### src/rtl/shared_bus_xfer.sv
// shared_bus_xfer
// Moves one burst at a time from the requester granted by an upstream 3-way
// arbiter onto a shared valid/ready bus. It samples the owner and burst
// length at grant time, counts beats down to the last one, pulses done for
// the owner, then waits for the owner to drop its grant before it accepts a
// new one. If the owner drops its grant mid-burst, the burst is aborted.
//
// State table
//   state   | meaning
//   IDLE    | no owner; waiting for exactly one grant bit
//   XFER    | owner latched; beats offered on the bus until counter hits last
//   DONE    | one-cycle done pulse for the owner
//   RELEASE | owner still held; waiting for its grant bit to drop
//
// Ports
//   Clock, Resetn        : rising-edge clock, async active-low reset
//   g[3:1]               : grants, bit n belongs to requester n (3'b001 = req 1)
//   dat1..dat3, len1..3  : requester beat data and burst length in beats
//   bus_ready            : sink ready
//   bus_valid/data/last  : shared-bus beat, data is 0 when not valid
//   bus_src              : owning requester 1..3, 0 when no owner
//   done[3:1]            : one-cycle burst-complete pulse, bit n = requester n
//   abort                : one-cycle burst-aborted pulse
//   err                  : sticky flag, set when more than one grant is seen in IDLE
module shared_bus_xfer #(
  parameter int DW = 8,
  parameter int LW = 4
) (
  input  logic          Clock,
  input  logic          Resetn,
  input  logic [3:1]    g,
  input  logic [DW-1:0] dat1,
  input  logic [DW-1:0] dat2,
  input  logic [DW-1:0] dat3,
  input  logic [LW-1:0] len1,
  input  logic [LW-1:0] len2,
  input  logic [LW-1:0] len3,
  input  logic          bus_ready,
  output logic          bus_valid,
  output logic [DW-1:0] bus_data,
  output logic          bus_last,
  output logic [1:0]    bus_src,
  output logic [3:1]    done,
  output logic          abort,
  output logic          err
);

  typedef enum logic [1:0] {IDLE, XFER, DONE, RELEASE} state_t;

  state_t        state, state_nxt;
  logic [LW-1:0] cnt, cnt_nxt;
  logic [1:0]    src_nxt;
  logic          err_nxt;

  logic          one_hot, multi;
  logic [1:0]    g_idx;
  logic [LW-1:0] g_len;
  logic          own_g;
  logic [DW-1:0] own_dat;
  logic          xfer;

  // Grant decode, only acted on in IDLE
  always_comb begin
    one_hot = (g == 3'b001) || (g == 3'b010) || (g == 3'b100);
    multi   = (g != 3'b000) && !one_hot;
    g_idx   = 2'd3;
    g_len   = len3;
    if (g[1]) begin
      g_idx = 2'd1;
      g_len = len1;
    end else if (g[2]) begin
      g_idx = 2'd2;
      g_len = len2;
    end
  end

  // Owner's grant bit and data, selected by the latched owner
  always_comb begin
    own_g   = 1'b0;
    own_dat = '0;
    case (bus_src)
      2'd1: begin own_g = g[1]; own_dat = dat1; end
      2'd2: begin own_g = g[2]; own_dat = dat2; end
      2'd3: begin own_g = g[3]; own_dat = dat3; end
      default: ;
    endcase
  end

  always_comb begin
    bus_valid = (state == XFER);
    bus_data  = bus_valid ? own_dat : '0;
    bus_last  = bus_valid && (cnt == LW'(1));
    xfer      = bus_valid && bus_ready;
    // abort is raised in the XFER cycle whose edge sees the owner's grant gone
    abort     = bus_valid && !own_g;
    done      = 3'b000;
    if (state == DONE) begin
      case (bus_src)
        2'd1: done = 3'b001;
        2'd2: done = 3'b010;
        2'd3: done = 3'b100;
        default: done = 3'b000;
      endcase
    end
  end

  always_comb begin
    state_nxt = state;
    cnt_nxt   = cnt;
    src_nxt   = bus_src;
    err_nxt   = err;
    case (state)
      IDLE: begin
        src_nxt = 2'd0;
        if (multi) begin
          err_nxt = 1'b1;
        end else if (one_hot) begin
          src_nxt   = g_idx;
          cnt_nxt   = g_len;
          state_nxt = (g_len != '0) ? XFER : DONE;
        end
      end
      XFER: begin
        // a beat on the abort cycle still counts, but abort beats completion
        if (xfer) cnt_nxt = cnt - LW'(1);
        if (!own_g) begin
          state_nxt = IDLE;
          src_nxt   = 2'd0;
        end else if (xfer && bus_last) begin
          state_nxt = DONE;
        end
      end
      DONE: state_nxt = RELEASE;
      RELEASE: begin
        if (!own_g) begin
          state_nxt = IDLE;
          src_nxt   = 2'd0;
        end
      end
      default: begin
        state_nxt = IDLE;
        src_nxt   = 2'd0;
      end
    endcase
  end

  always_ff @(posedge Clock or negedge Resetn) begin
    if (!Resetn) begin
      state   <= IDLE;
      cnt     <= '0;
      bus_src <= 2'd0;
      err     <= 1'b0;
    end else begin
      state   <= state_nxt;
      cnt     <= cnt_nxt;
      bus_src <= src_nxt;
      err     <= err_nxt;
    end
  end

endmodule

### config.mk
export PLATFORM = sky130hd
export DESIGN_NAME = shared_bus_xfer
export DESIGN_NICKNAME = d
export VERILOG_FILES = /design/src/rtl/shared_bus_xfer.sv
export SDC_FILE = /design/constraint.sdc
export NUM_CORES = 1
export LEC_CHECK = 0
export ABC_CLOCK_PERIOD_IN_PS = 2920
export BUFFER_PORTS_ARGS = -buffer_cell sky130_fd_sc_hd__buf_2
export CORE_UTILIZATION = 46
export DETAILED_ROUTE_END_ITERATION = 8
export PLACE_DENSITY = 0.94
export SLEW_MARGIN = 20
export SYNTH_ARGS = -nofsm -noshare
export SYNTH_HDL_FRONTEND = slang
export SYNTH_SLANG_ARGS = --single-unit
export TNS_END_PERCENT = 20
### constraint.sdc
create_clock -name Clock -period 2.92 [get_ports Clock]
set_clock_uncertainty 0.1 [all_clocks]
set_input_delay 0.146 -clock Clock [delete_from_list [all_inputs] [get_ports Clock]]
set_output_delay 0.146 -clock Clock [all_outputs]
set_load 0.01 [all_outputs]
==> reports/qor.csv, run 1 <==
stage,metric,value,unit
status,outcome,finished clean,
power_and_ir_drop,Cell Int Power,0.000474,W
placement,Placed Cells,189,
yosys,synthesized flop and latch total,9,
yosys,cell count after synthesis,112,
yosys,top cell type's share of synthesized area,23.6,%
detailed_routing,total number of vias,1115,
power_and_ir_drop,power share of the combinational group,57.8,%
yosys,synth warn,0,
power_and_ir_drop,Clock power frac,11.8,%
cts,clock buffer depth,2,
floorplanning,Die H,47.6,µm
worst_setup_path,CP max FO,16,
yosys,fraction of registers with async set/reset,100,%
global_route,vias in the first global route,923,
power_and_ir_drop,Sw Ratio,46.1,%
detailed_routing,Avg WL per Cell,13.6,µm
floorplanning,die area,2260,µm²
timing,"Hold Vio Cnt, Final",0,
cts,clock-pin slew on the worst setup and hold paths,0.07,ns
placement,Post-DP HPWL,2.07,mm
global_route,first-pass GRT wire length,3.66,mm
global_route,gr usage total,22.8,%
global_route,global route overflow,0,
cts,worst skew pair latency,0.28,ns
power_and_ir_drop,PD cells,694,nW/µm²
floorplanning,num rows,16,
yosys,library cells used by synthesis,40,
cts,Hold Buf Count CTS,1,
yosys,main flop type after synthesis,dfrtp_1,
cts,Sink Count,9,
power_and_ir_drop,Leakage,0.635,nW
timing,setup tns final,0,ns
flow_run,max-cap violations,0,
power_and_ir_drop,Seq pwr share,30.4,%
cts,CTS resizes,0,
timing,Tcrit/Tclk final,77.6,%
min_path,Min-Delay Path Class,input port to flip-flop,
worst_setup_path,critical path startpoint category,flip-flop,
yosys,most common cell in the netlist,nor2_1,
worst_setup_path,Worst Path Arrival,2.02,ns
detailed_routing,DR vias/cell,5.75,
floorplanning,Initial Utilization,48.7,%
timing,final max-slew violation count,0,
floorplanning,Core ar.,1960,µm²
yosys,syn_nets,156,
final_layout,Ant. Diodes,0,
timing,Final Critical Period,2.27,ns
yosys,"top cells by count, synth","nor2_1 (15), dfrtp_1 (9), a22oi_1 (8), mux2_2 (8), mux2i_1 (7)",
detailed_routing,drt first pass iters,5,
floorplanning,Die X,47.6,µm
detailed_routing,DRT iter0 DRCs,18,
worst_setup_path,register-to-register setup slack,0.92,ns
final_layout,Area Overhead vs Synth,32.8,%
yosys,number of flops mapped to enable cells by yosys,0,
cts,CTS buffer count,3,
detailed_routing,Routed Antenna Nets,0,
yosys,Synth area leaders,"dfrtp_1 (24%), mux2_2 (9.4%), mux2i_1 (7.3%)",
floorplanning,I/O pin count,59,
detailed_routing,drt drc,0,
cts,TritonCTS clock tree,done,
worst_setup_path,WS Path Type,flip-flop to output pin,
timing,Worst-Margin Slew,0.556,ns
detailed_routing,drt total wl,2.65,mm
timing,unrepaired setup endpoints after global routing,false,
final_layout,net total in the final layout,212,
final_layout,"non-filler cells, final",194,
power_and_ir_drop,Psw,0.000406,W
timing,slew margin rel.,62.8,%
global_route,antenna violations before repair,0,
cts,CTS root buf,clkbuf_4,
timing,final setup fails,0,
cts,number of H-tree levels,1,
yosys,Synth Cell Area,955,µm²
timing,Max Fclk,441,MHz
global_route,pin count of the biggest net entering global routing,17,
yosys,Syn Area/Cell,8.52,µm²
placement,IO buf count,58,
placement,gpl congestion,0.777,
worst_setup_path,"Req. time, crit path",2.67,ns
cts,post-CTS setup buffer count,0,
yosys,register area share after synthesis,23.6,%
power_and_ir_drop,worst vdd ir,0.329,mV
worst_setup_path,Worst Setup End Kind,output pin,
yosys,"area leader, netlist",dfrtp_1,
final_layout,layout cells sized above 1,44.9,%
==> sequential cells by signal, indices dropped and copies added, names as in the netlist <==
name,count
bus_src,2
cnt,4
state,2
err,1
==> per-stage QoR <==
| step | cell area, µm² | worst slack, ns | power (W) | util (%) | hold slack (ns) |
|---|---|---|---|---|---|
| after CTS | 1270 | 0.658 | 0.000879 | 64.6 | 0.101 |
| after global routing | 1270 | 0.502 | 0.000954 | 64.6 | 0.105 |
| final | 1270 | 0.655 | 0.000880 | 64.6 | 0.114 |
| after floorplan | 955 | 1.29 | 0.000645 | - | -0.250 |
| after detailed placement | 1230 | 0.952 | 0.000770 | 62.8 | -0.0844 |
| after global placement | 1230 | 1.04 | 0.000749 | 62.8 | -0.0895 |
==> critical path, stage by stage (launching register included) <==
cell     delay (ns)
dfrtp_1        0.68
nor2b_1        0.54
a22o_1         0.30
nor2_1         0.06
buf_2          0.16
==> layout make-up <==
cell class,instances,area [µm²]
Tap cell,27,33.8
Multi-Input combinational cell,89,659
Fill cell,172,694
Timing Repair Buffer,59,300
Inverter,6,22.5
Sequential cell,9,225
Clock buffer,4,26.3
==> logic make-up (layout without fill, tap and decap cells) <==
| kind of cell | after synthesis | count (layout) | synth area share, % |
|---|---|---|---|
| fa+ha+maj | 3 | 3 | 3.67 |
| mux | 16 | 16 | 18.0 |
| xor+xnor | 1 | 1 | 0.918 |
| flops | 9 | 9 | 23.6 |
| compound gates | 32 | 32 | 26.5 |
| buf+inv | 14 | 69 | 7.34 |
| simple gates | 37 | 37 | 20.1 |
==> power by group through the flow <==
stage / sequential [W] / combinational [W] / clock (W)
global route: 0.000277 / 0.000563 / 0.000114
detailed placement: 0.000268 / 0.000502 / 0
CTS: 0.000265 / 0.000507 / 0.000107
global placement: 0.000261 / 0.000488 / 0
finish: 0.000267 / 0.000508 / 0.000104
floorplan: 0.000224 / 0.000422 / 0
==> layout by cell type (no fill, tap or decap), types with 2 or more instances in the layout <==
cell / n
nor3_1: 3
o221a_2: 2
a21o_1: 2
clkbuf_4: 3
a22oi_1: 8
o21ai_0: 5
mux2i_1: 7
nand2_1: 5
buf_2: 58
nand4_1: 2
a2bb2oi_2: 2
nand3_1: 2
nor2_1: 15
mux2_2: 8
inv_1: 6
nor4b_1: 3
ha_1: 2
a22o_1: 2
o211ai_1: 2
dfrtp_1: 9
a21oi_1: 2
==> final timing paths <==
kind	startpoint	endpoint	depth (start not counted)
min reg2reg	err$_DFFE_PN0P_	err$_DFFE_PN0P_	1
min	bus_ready	cnt[0]$_DFFE_PN0P_	3
max in group asynchronous	Resetn	cnt[1]$_DFFE_PN0P_	2
min in group asynchronous	Resetn	bus_src[1]$_DFFE_PN0P_	2
max	bus_src[1]$_DFFE_PN0P_	abort	4
max reg2reg	bus_src[1]$_DFFE_PN0P_	state[1]$_DFFE_PN0P_	4
==> per-layer routing <==
layer | vias up | global-route usage (%) | part of all wire [%] | wire, µm
met4 | 0 | 10.6 | 1.3 | 34
met3 | 3 | 3.02 | 9.3 | 245
met5 | - | 0 | 0 | 0
met1 | 507 | 25.8 | 40 | 1070
met2 | 69 | 42.2 | 49 | 1300
li1 | 536 | - | - | -
Note: power is estimated with default switching activity, not from simulation.
==> inputs of run 2 (changes only) <==
--- a/config.mk
+++ b/config.mk
@@ -5,11 +5,12 @@
 export SDC_FILE = /design/constraint.sdc
 export NUM_CORES = 1
 export LEC_CHECK = 0
-export ABC_CLOCK_PERIOD_IN_PS = 2920
+export ABC_AREA = 1
+export ABC_CLOCK_PERIOD_IN_PS = 2310
 export BUFFER_PORTS_ARGS = -buffer_cell sky130_fd_sc_hd__buf_2
-export CORE_UTILIZATION = 46
+export CORE_UTILIZATION = 42
 export DETAILED_ROUTE_END_ITERATION = 8
-export PLACE_DENSITY = 0.94
+export PLACE_DENSITY = 0.88
 export SLEW_MARGIN = 20
 export SYNTH_ARGS = -nofsm -noshare
 export SYNTH_HDL_FRONTEND = slang
==> constraint.sdc (replaced) <==
create_clock -name Clock -period 2.31 [get_ports Clock]
set_clock_uncertainty 0.1 [all_clocks]
set_input_delay 0.1155 -clock Clock [delete_from_list [all_inputs] [get_ports Clock]]
set_output_delay 0.1155 -clock Clock [all_outputs]
set_load 0.01 [all_outputs]
==> run 2 against run 1 <==
Design area rose by 0.79%; critical endpoint unchanged; highest routed layer unchanged; non-clock buffer count unchanged; largest cell class unchanged; core utilization fell by 1.4 points.
==> reports/qor.csv, run 2 <==
stage,metric,value,unit
status,outcome,finished clean,
final_layout,"most common cell after layout, fill and taps aside",nand2_1,
yosys,syn_nets,207,
yosys,main flop type after synthesis,dfrtp_1,
detailed_routing,drt first pass iters,4,
global_route,vias in the first global route,984,
yosys,library cells used by synthesis,22,
timing,Tcrit/Tclk final,75.3,%
final_layout,Finished Cell Area,1280,µm²
global_route,grt met2 use,34.7,%
timing,final worst slack,0.571,ns
cts,Sink Count,9,
cts,post-CTS setup buffer count,0,
power_and_ir_drop,PD cells,890,nW/µm²
worst_setup_path,critical path startpoint category,flip-flop,
global_route,antenna violations before repair,0,
cts,TritonCTS clock tree,done,
detailed_routing,DR vias/cell,4.71,
global_route,gr usage total,19.7,%
placement,Post-DP HPWL,1.91,mm
cts,Hold Buf Count CTS,1,
yosys,top cell type's share of synthesized area,24.9,%
detailed_routing,drt total wl,2.33,mm
final_layout,net total in the final layout,269,
min_path,hold_sp,g[1],
final_layout,layout cells sized above 1,30.8,%
timing,setup tns final,0,ns
placement,gpl congestion,0.775,
cts,clock-pin slew on the worst setup and hold paths,0.06,ns
final_layout,Largest regs,"cnt: 4 flops, bus_src: 2 flops, state: 2 flops",
placement,placed instance area,1240,µm²
timing,slew margin rel.,76.8,%
timing,Final Critical Period,1.74,ns
yosys,Synth Cell Area,933,µm²
worst_setup_path,R2R cell count,7,
detailed_routing,Routed Antenna Nets,0,
cts,CTS buffer count,3,
min_path,sink of the worst hold path,bus_src[1]$_DFFE_PN0P_,
yosys,XOR/XNOR share of the synthesized area,1.88,%
global_route,met3 Use GR,4.05,%
yosys,synth warn,0,
cts,worst skew pair latency,0.26,ns
timing,final max-slew violation count,0,
yosys,number of flops mapped to enable cells by yosys,0,
yosys,Post-Synth Adder-Cell Area,2.68,%
power_and_ir_drop,worst vdd ir,0.532,mV
yosys,cell count after synthesis,163,
placement,post-place setup slack,0.838,ns
floorplanning,Die X,49.1,µm
detailed_routing,Avg WL per Cell,9.29,µm
global_route,M1 GR Usage,23.8,%
floorplanning,Initial Utilization,46.2,%
floorplanning,I/O pin count,59,
detailed_routing,DRT iter0 DRCs,11,
flow_run,max-cap violations,0,
detailed_routing,total number of vias,1181,
min_path,WHS Path Cells,2,
worst_setup_path,CP max FO,16,
final_layout,Reg with most FFs,cnt,
global_route,grt peak-use layer,met2,
timing,Max Fclk,575,MHz
worst_setup_path,register-to-register setup slack,0.76,ns
timing,unrepaired setup endpoints after global routing,false,
floorplanning,num rows,16,
cts,clock buffer depth,2,
cts,CTS resizes,0,
yosys,"top cells by count, synth","nand2_1 (62), inv_1 (25), nand3_1 (23)",
floorplanning,Core ar.,2020,µm²
timing,worst hold slack,0.107,ns
yosys,most common cell in the netlist,nand2_1,
worst_setup_path,"Req. time, crit path",2.09,ns
yosys,mux contribution to synthesized area,0,%
final_layout,Ant. Diodes,0,
timing,"Hold Vio Cnt, Final",0,
floorplanning,Die H,49.1,µm
timing,Worst-Margin Slew,0.346,ns
global_route,first-pass GRT wire length,3.86,mm
placement,IO buf count,58,
final_layout,Largest register FFs,4,
timing,final setup fails,0,
yosys,Syn Area/Cell,5.73,µm²
yosys,"area leader, netlist",nand2_1,
yosys,synthesized flop and latch total,9,
power_and_ir_drop,Leakage,0.807,nW
floorplanning,die area,2410,µm²
final_layout,most frequent cells in the layout,"nand2_1 (62), buf_2 (58), inv_1 (25), nand3_1 (23), nor2_1 (17)",
global_route,pin count of the biggest net entering global routing,17,
yosys,Synth area leaders,"nand2_1 (25%), dfrtp_1 (24%), nand3_1 (12%)",
yosys,Simple-Gate Fraction of Synth Area,50.0,%
yosys,main combinational cell family by area after synthesis,simple AND/OR/NAND/NOR gates,
worst_setup_path,Worst Path Arrival,1.52,ns
yosys,register area share after synthesis,24.1,%
worst_setup_path,WS Path Type,flip-flop to output pin,
final_layout,Filler cells,213,
yosys,fraction of registers with async set/reset,100,%
detailed_routing,drt drc,0,
cts,CTS root buf,clkbuf_4,
worst_setup_path,RR Startpoint,state[0]$_DFFE_PN0P_,
worst_setup_path,Worst Setup End Kind,output pin,
final_layout,Area Overhead vs Synth,36.9,%
min_path,Min-Delay Path Class,input port to flip-flop,
worst_setup_path,reg2reg end,cnt[1]$_DFFE_PN0P_,
global_route,global route overflow,0,
cts,number of H-tree levels,1,
yosys,compound-cell area share of the yosys netlist,8.18,%
## run 2: cell types whose count changed after synthesis, moves of 7 or more
| cell | change |
|---|---|
| mux2i_1 | -7 |
| nand2_1 | +57 |
| a22oi_1 | -8 |
| inv_1 | +19 |
| nand3_1 | +21 |
| mux2_2 | -8 |
## run 2: area by class of cell
cell class / instances / area (µm²) / share of cell area, %
Clock buffer: 4 / 26.3 / 2.06
Multi-Input combinational cell: 125 / 586 / 45.8
Timing Repair Buffer: 59 / 300 / 23.5
Inverter: 27 / 106 / 8.33
Tap cell: 27 / 33.8 / 2.64
Sequential cell: 9 / 225 / 17.6
## run 2: per-stage QoR
| step | total power [W] | util (%) | cells |
|---|---|---|---|
| 2_1_floorplan | 0.000805 | - | 163 |
| 3_3_place_gp | 0.00100 | 61.4 | 246 |
| 3_5_place_dp | 0.00101 | 61.4 | 246 |
| 4_1_cts | 0.00114 | 63.2 | 251 |
| 5_1_grt | 0.00125 | 63.2 | 251 |
| 6_report | 0.00114 | 63.2 | 251 |
## run 2: cell families after synthesis
family,count (synthesis)
compound gates,13
xor+xnor,2
fa+ha+maj,2
buf+inv,29
flops,9
simple gates,108
## run 2: metal layers
layer / share of wire (%) / up-vias
li1: - / 627
met1: 44 / 496
met2: 45 / 53
met3: 9.6 / 5
met4: 1.2 / 0
met5: 0 / -
## run 2: worst max path at each step
stage | from | end | slack, ns | cells past startpoint
final | state[0]$_DFFE_PN0P_ | abort | 0.57 | 5
after global routing | bus_src[0]$_DFFE_PN0P_ | bus_data[7] | 0.44 | 8
after CTS | state[0]$_DFFE_PN0P_ | abort | 0.58 | 5
after detailed placement | state[0]$_DFFE_PN0P_ | cnt[0]$_DFFE_PN0P_ | 0.84 | 7
after global placement | state[0]$_DFFE_PN0P_ | cnt[2]$_DFFE_PN0P_ | 0.89 | 7
after floorplan | bus_src[0]$_DFFE_PN0P_ | state[1]$_DFFE_PN0P_ | 1.03 | 8
## run 2: worst max-delay path, stage by stage, from the launching register on
cell,delay [ns]
dfrtp_1,0.38
inv_1,0.10
nor2_4,0.30
inv_1,0.19
nor2_1,0.15
buf_2,0.14
## run 2: report_power, final
part / leakage (nW) / internal [W] / switching, W
sequential: 0.110 / 0.000219 / 0.0000564
combinational: 0.682 / 0.000279 / 0.000462
clock: 0.0150 / 0.0000665 / 0.0000537
total: 0.807 / 0.000565 / 0.000572
==> inputs of run 3 (changes only) <==
--- a/config.mk
+++ b/config.mk
@@ -5,12 +5,12 @@
 export SDC_FILE = /design/constraint.sdc
 export NUM_CORES = 1
 export LEC_CHECK = 0
-export ABC_AREA = 1
-export ABC_CLOCK_PERIOD_IN_PS = 2310
+export ABC_AREA = 0
+export ABC_CLOCK_PERIOD_IN_PS = 1680
 export BUFFER_PORTS_ARGS = -buffer_cell sky130_fd_sc_hd__buf_2
-export CORE_UTILIZATION = 42
+export CORE_UTILIZATION = 43
 export DETAILED_ROUTE_END_ITERATION = 8
-export PLACE_DENSITY = 0.88
+export PLACE_DENSITY = 0.89
 export SLEW_MARGIN = 20
 export SYNTH_ARGS = -nofsm -noshare
 export SYNTH_HDL_FRONTEND = slang
==> constraint.sdc (replaced) <==
create_clock -name Clock -period 1.68 [get_ports Clock]
set_clock_uncertainty 0.1 [all_clocks]
set_input_delay 0.084 -clock Clock [delete_from_list [all_inputs] [get_ports Clock]]
set_output_delay 0.084 -clock Clock [all_outputs]
set_load 0.01 [all_outputs]
==> run 3 against run 2 <==
Core utilization up 6.6 points; clock-buffer cell count unchanged; register-to-register slack worse by 0.68 ns; sequential power up 60%; critical path depth unchanged; first-iteration DRC count rose to 2.8 times the previous value; via count down 1.9%; sequential cell count unchanged; die area about the same; worst setup slack worse by 0.55 ns; hold slack worse by 0.039 ns; largest cell class unchanged.
==> reports/qor.csv, run 3 (synthesized netlist as in run 1, its figures left out) <==
stage,metric,value,unit
final_layout,net total in the final layout,220,
flow_run,max-cap violations,0,
timing,Tcrit/Tclk final,98.8,%
final_layout,Largest regs,"cnt: 4 flops, bus_src: 2 flops, state: 2 flops",
worst_setup_path,Worst Setup End Kind,output pin,
global_route,gr usage total,24.4,%
timing,final setup fails,0,
global_route,first-pass GRT wire length,4.61,mm
final_layout,"most common cell after layout, fill and taps aside",buf_2,
final_layout,Ant. Diodes,0,
global_route,antenna violations before repair,0,
worst_setup_path,critical path startpoint category,flip-flop,
worst_setup_path,"delay-heaviest family, CP",flip-flops,
worst_setup_path,crit path cell chain,buf_6 > mux2_2 > a22oi_2 > nor2_1 > buf_2,
worst_setup_path,WS Path Type,flip-flop to output pin,
final_layout,Reg with most FFs,cnt,
timing,Worst-Margin Slew,0.418,ns
timing,final max-slew violation count,0,
detailed_routing,Avg WL per Cell,14.2,µm
status,outcome,finished clean,
timing,Final Critical Period,1.66,ns
detailed_routing,DRT iter0 DRCs,31,
final_layout,Largest register FFs,4,
floorplanning,Initial Utilization,47.2,%
timing,"Hold Vio Cnt, Final",0,
final_layout,most frequent cells in the layout,"buf_2 (58), nor2_1 (15), a22oi_2 (7), mux2_2 (7), mux2i_1 (7)",
detailed_routing,drt total wl,2.87,mm
final_layout,"Core Util, Final",69.8,%
detailed_routing,total number of vias,1158,
power_and_ir_drop,worst vdd ir,0.785,mV
min_path,hold_sp,g[2],
placement,IO buf count,58,
cts,TritonCTS clock tree,done,
detailed_routing,Routed Antenna Nets,0,
floorplanning,I/O pin count,59,
timing,worst hold slack,0.0684,ns
worst_setup_path,CP Launch Point,bus_src[1]$_DFFE_PN0P_,
detailed_routing,drt drc,0,
cts,number of H-tree levels,1,
power_and_ir_drop,final total power,0.00177,W
worst_setup_path,Crit-path slowest cell,dfrtp_2,
placement,gpl congestion,0.824,
timing,Max Fclk,602,MHz
worst_setup_path,RR Startpoint,bus_src[1]$_DFFE_PN0P_,
cts,Sink Count,9,
min_path,Min-Delay Path Class,input port to flip-flop,
floorplanning,num rows,16,
floorplanning,Die H,49.1,µm
floorplanning,Core ar.,2020,µm²
worst_setup_path,Worst Path Arrival,1.48,ns
worst_setup_path,Worst path max stage delay,0.41,ns
global_route,vias in the first global route,1040,
worst_setup_path,"Req. time, crit path",1.50,ns
cts,clock-pin slew on the worst setup and hold paths,0.06,ns
detailed_routing,drt first pass iters,4,
worst_setup_path,CP max FO,5,
worst_setup_path,CP Buf/Inv Count,2,
final_layout,Area Overhead vs Synth,47.8,%
placement,Post-DP HPWL,2.18,mm
detailed_routing,DR vias/cell,5.73,
power_and_ir_drop,Leakage,0.686,nW
floorplanning,die area,2410,µm²
final_layout,layout cells sized above 1,57.7,%
cts,clock buffer depth,2,
global_route,global route overflow,0,
global_route,pin count of the biggest net entering global routing,14,
cts,CTS buffer count,3,
timing,slew margin rel.,71.8,%
floorplanning,Die X,49.1,µm
cts,worst skew pair latency,0.26,ns
power_and_ir_drop,PD cells,1250,nW/µm²
timing,unrepaired setup endpoints after global routing,true,
cts,CTS root buf,clkbuf_4,
==> run 3: cell types whose count changed in the layout (fill, tap and decap cells not counted), moves of 6 or more <==
cell	delta
a22oi_2	+7
buf_4	+6
inv_1	-20
mux2_2	+7
mux2i_1	+7
nand2_1	-57
nand3_1	-21
==> run 3: path summary, 6_finish.rpt <==
kind / endpoint / slack [ns] / cells after the start
setup / recovery: bus_data[2] / 0.02 / 5
hold / removal: bus_src[0]$_DFFE_PN0P_ / 0.07 / 2
setup reg to reg: bus_src[1]$_DFFE_PN0P_ / 0.08 / 4
hold reg to reg: err$_DFFE_PN0P_ / 0.36 / 1
max in group asynchronous: bus_src[1]$_DFFE_PN0P_ / 1.16 / 2
min in group asynchronous: cnt[3]$_DFFE_PN0P_ / 0.11 / 2
==> run 3: metal layers <==
metal	GRT usage [%]	share of wire [%]	up-vias
met4	8.82	2.9	0
met2	43.6	48	86
met1	27.8	39	506
met3	5.61	9.5	14
met5	0	0	-
li1	-	-	552
==> run 3: through the flow <==
step                      area, µm²  setup slack (ns)  cells  setup TNS (ns)
final                          1410            0.0199    202               0
after global placement         1280             0.144    196               0
after floorplan                 955            0.0534    112               0
after detailed placement       1280            0.0999    196               0
after global routing           1410           -0.0698    202          -0.431
after CTS                      1380           0.00544    202               0
==> run 3: area by class of cell <==
| class | instances | area (µm²) |
|---|---|---|
| multi-input cells | 89 | 732 |
| fillers | 151 | 611 |
| repair buffers | 67 | 368 |
| flip-flops and latches | 9 | 229 |
| well taps | 27 | 33.8 |
| clock buffers | 4 | 26.3 |
| inverters | 6 | 22.5 |
==> run 3: timing repair <==
action | CTS | global route
buffers inserted | 0 | 0
hold endpoints to repair | 9 | 0
hold buffers | 1 | 0
resized for setup | 14 | 9
cloned | 1 | 0
endpoints found under the setup margin | 9 | 12
pin swaps | 1 | 2
==> run 3: power breakdown <==
part | total, W | internal [W] | switching, W
Combinational | 0.00116 | 0.000568 | 0.000589
Sequential | 0.000441 | 0.000307 | 0.000133
Clock | 0.000170 | 0.0000917 | 0.0000779
Total | 0.00177 | 0.000966 | 0.000800
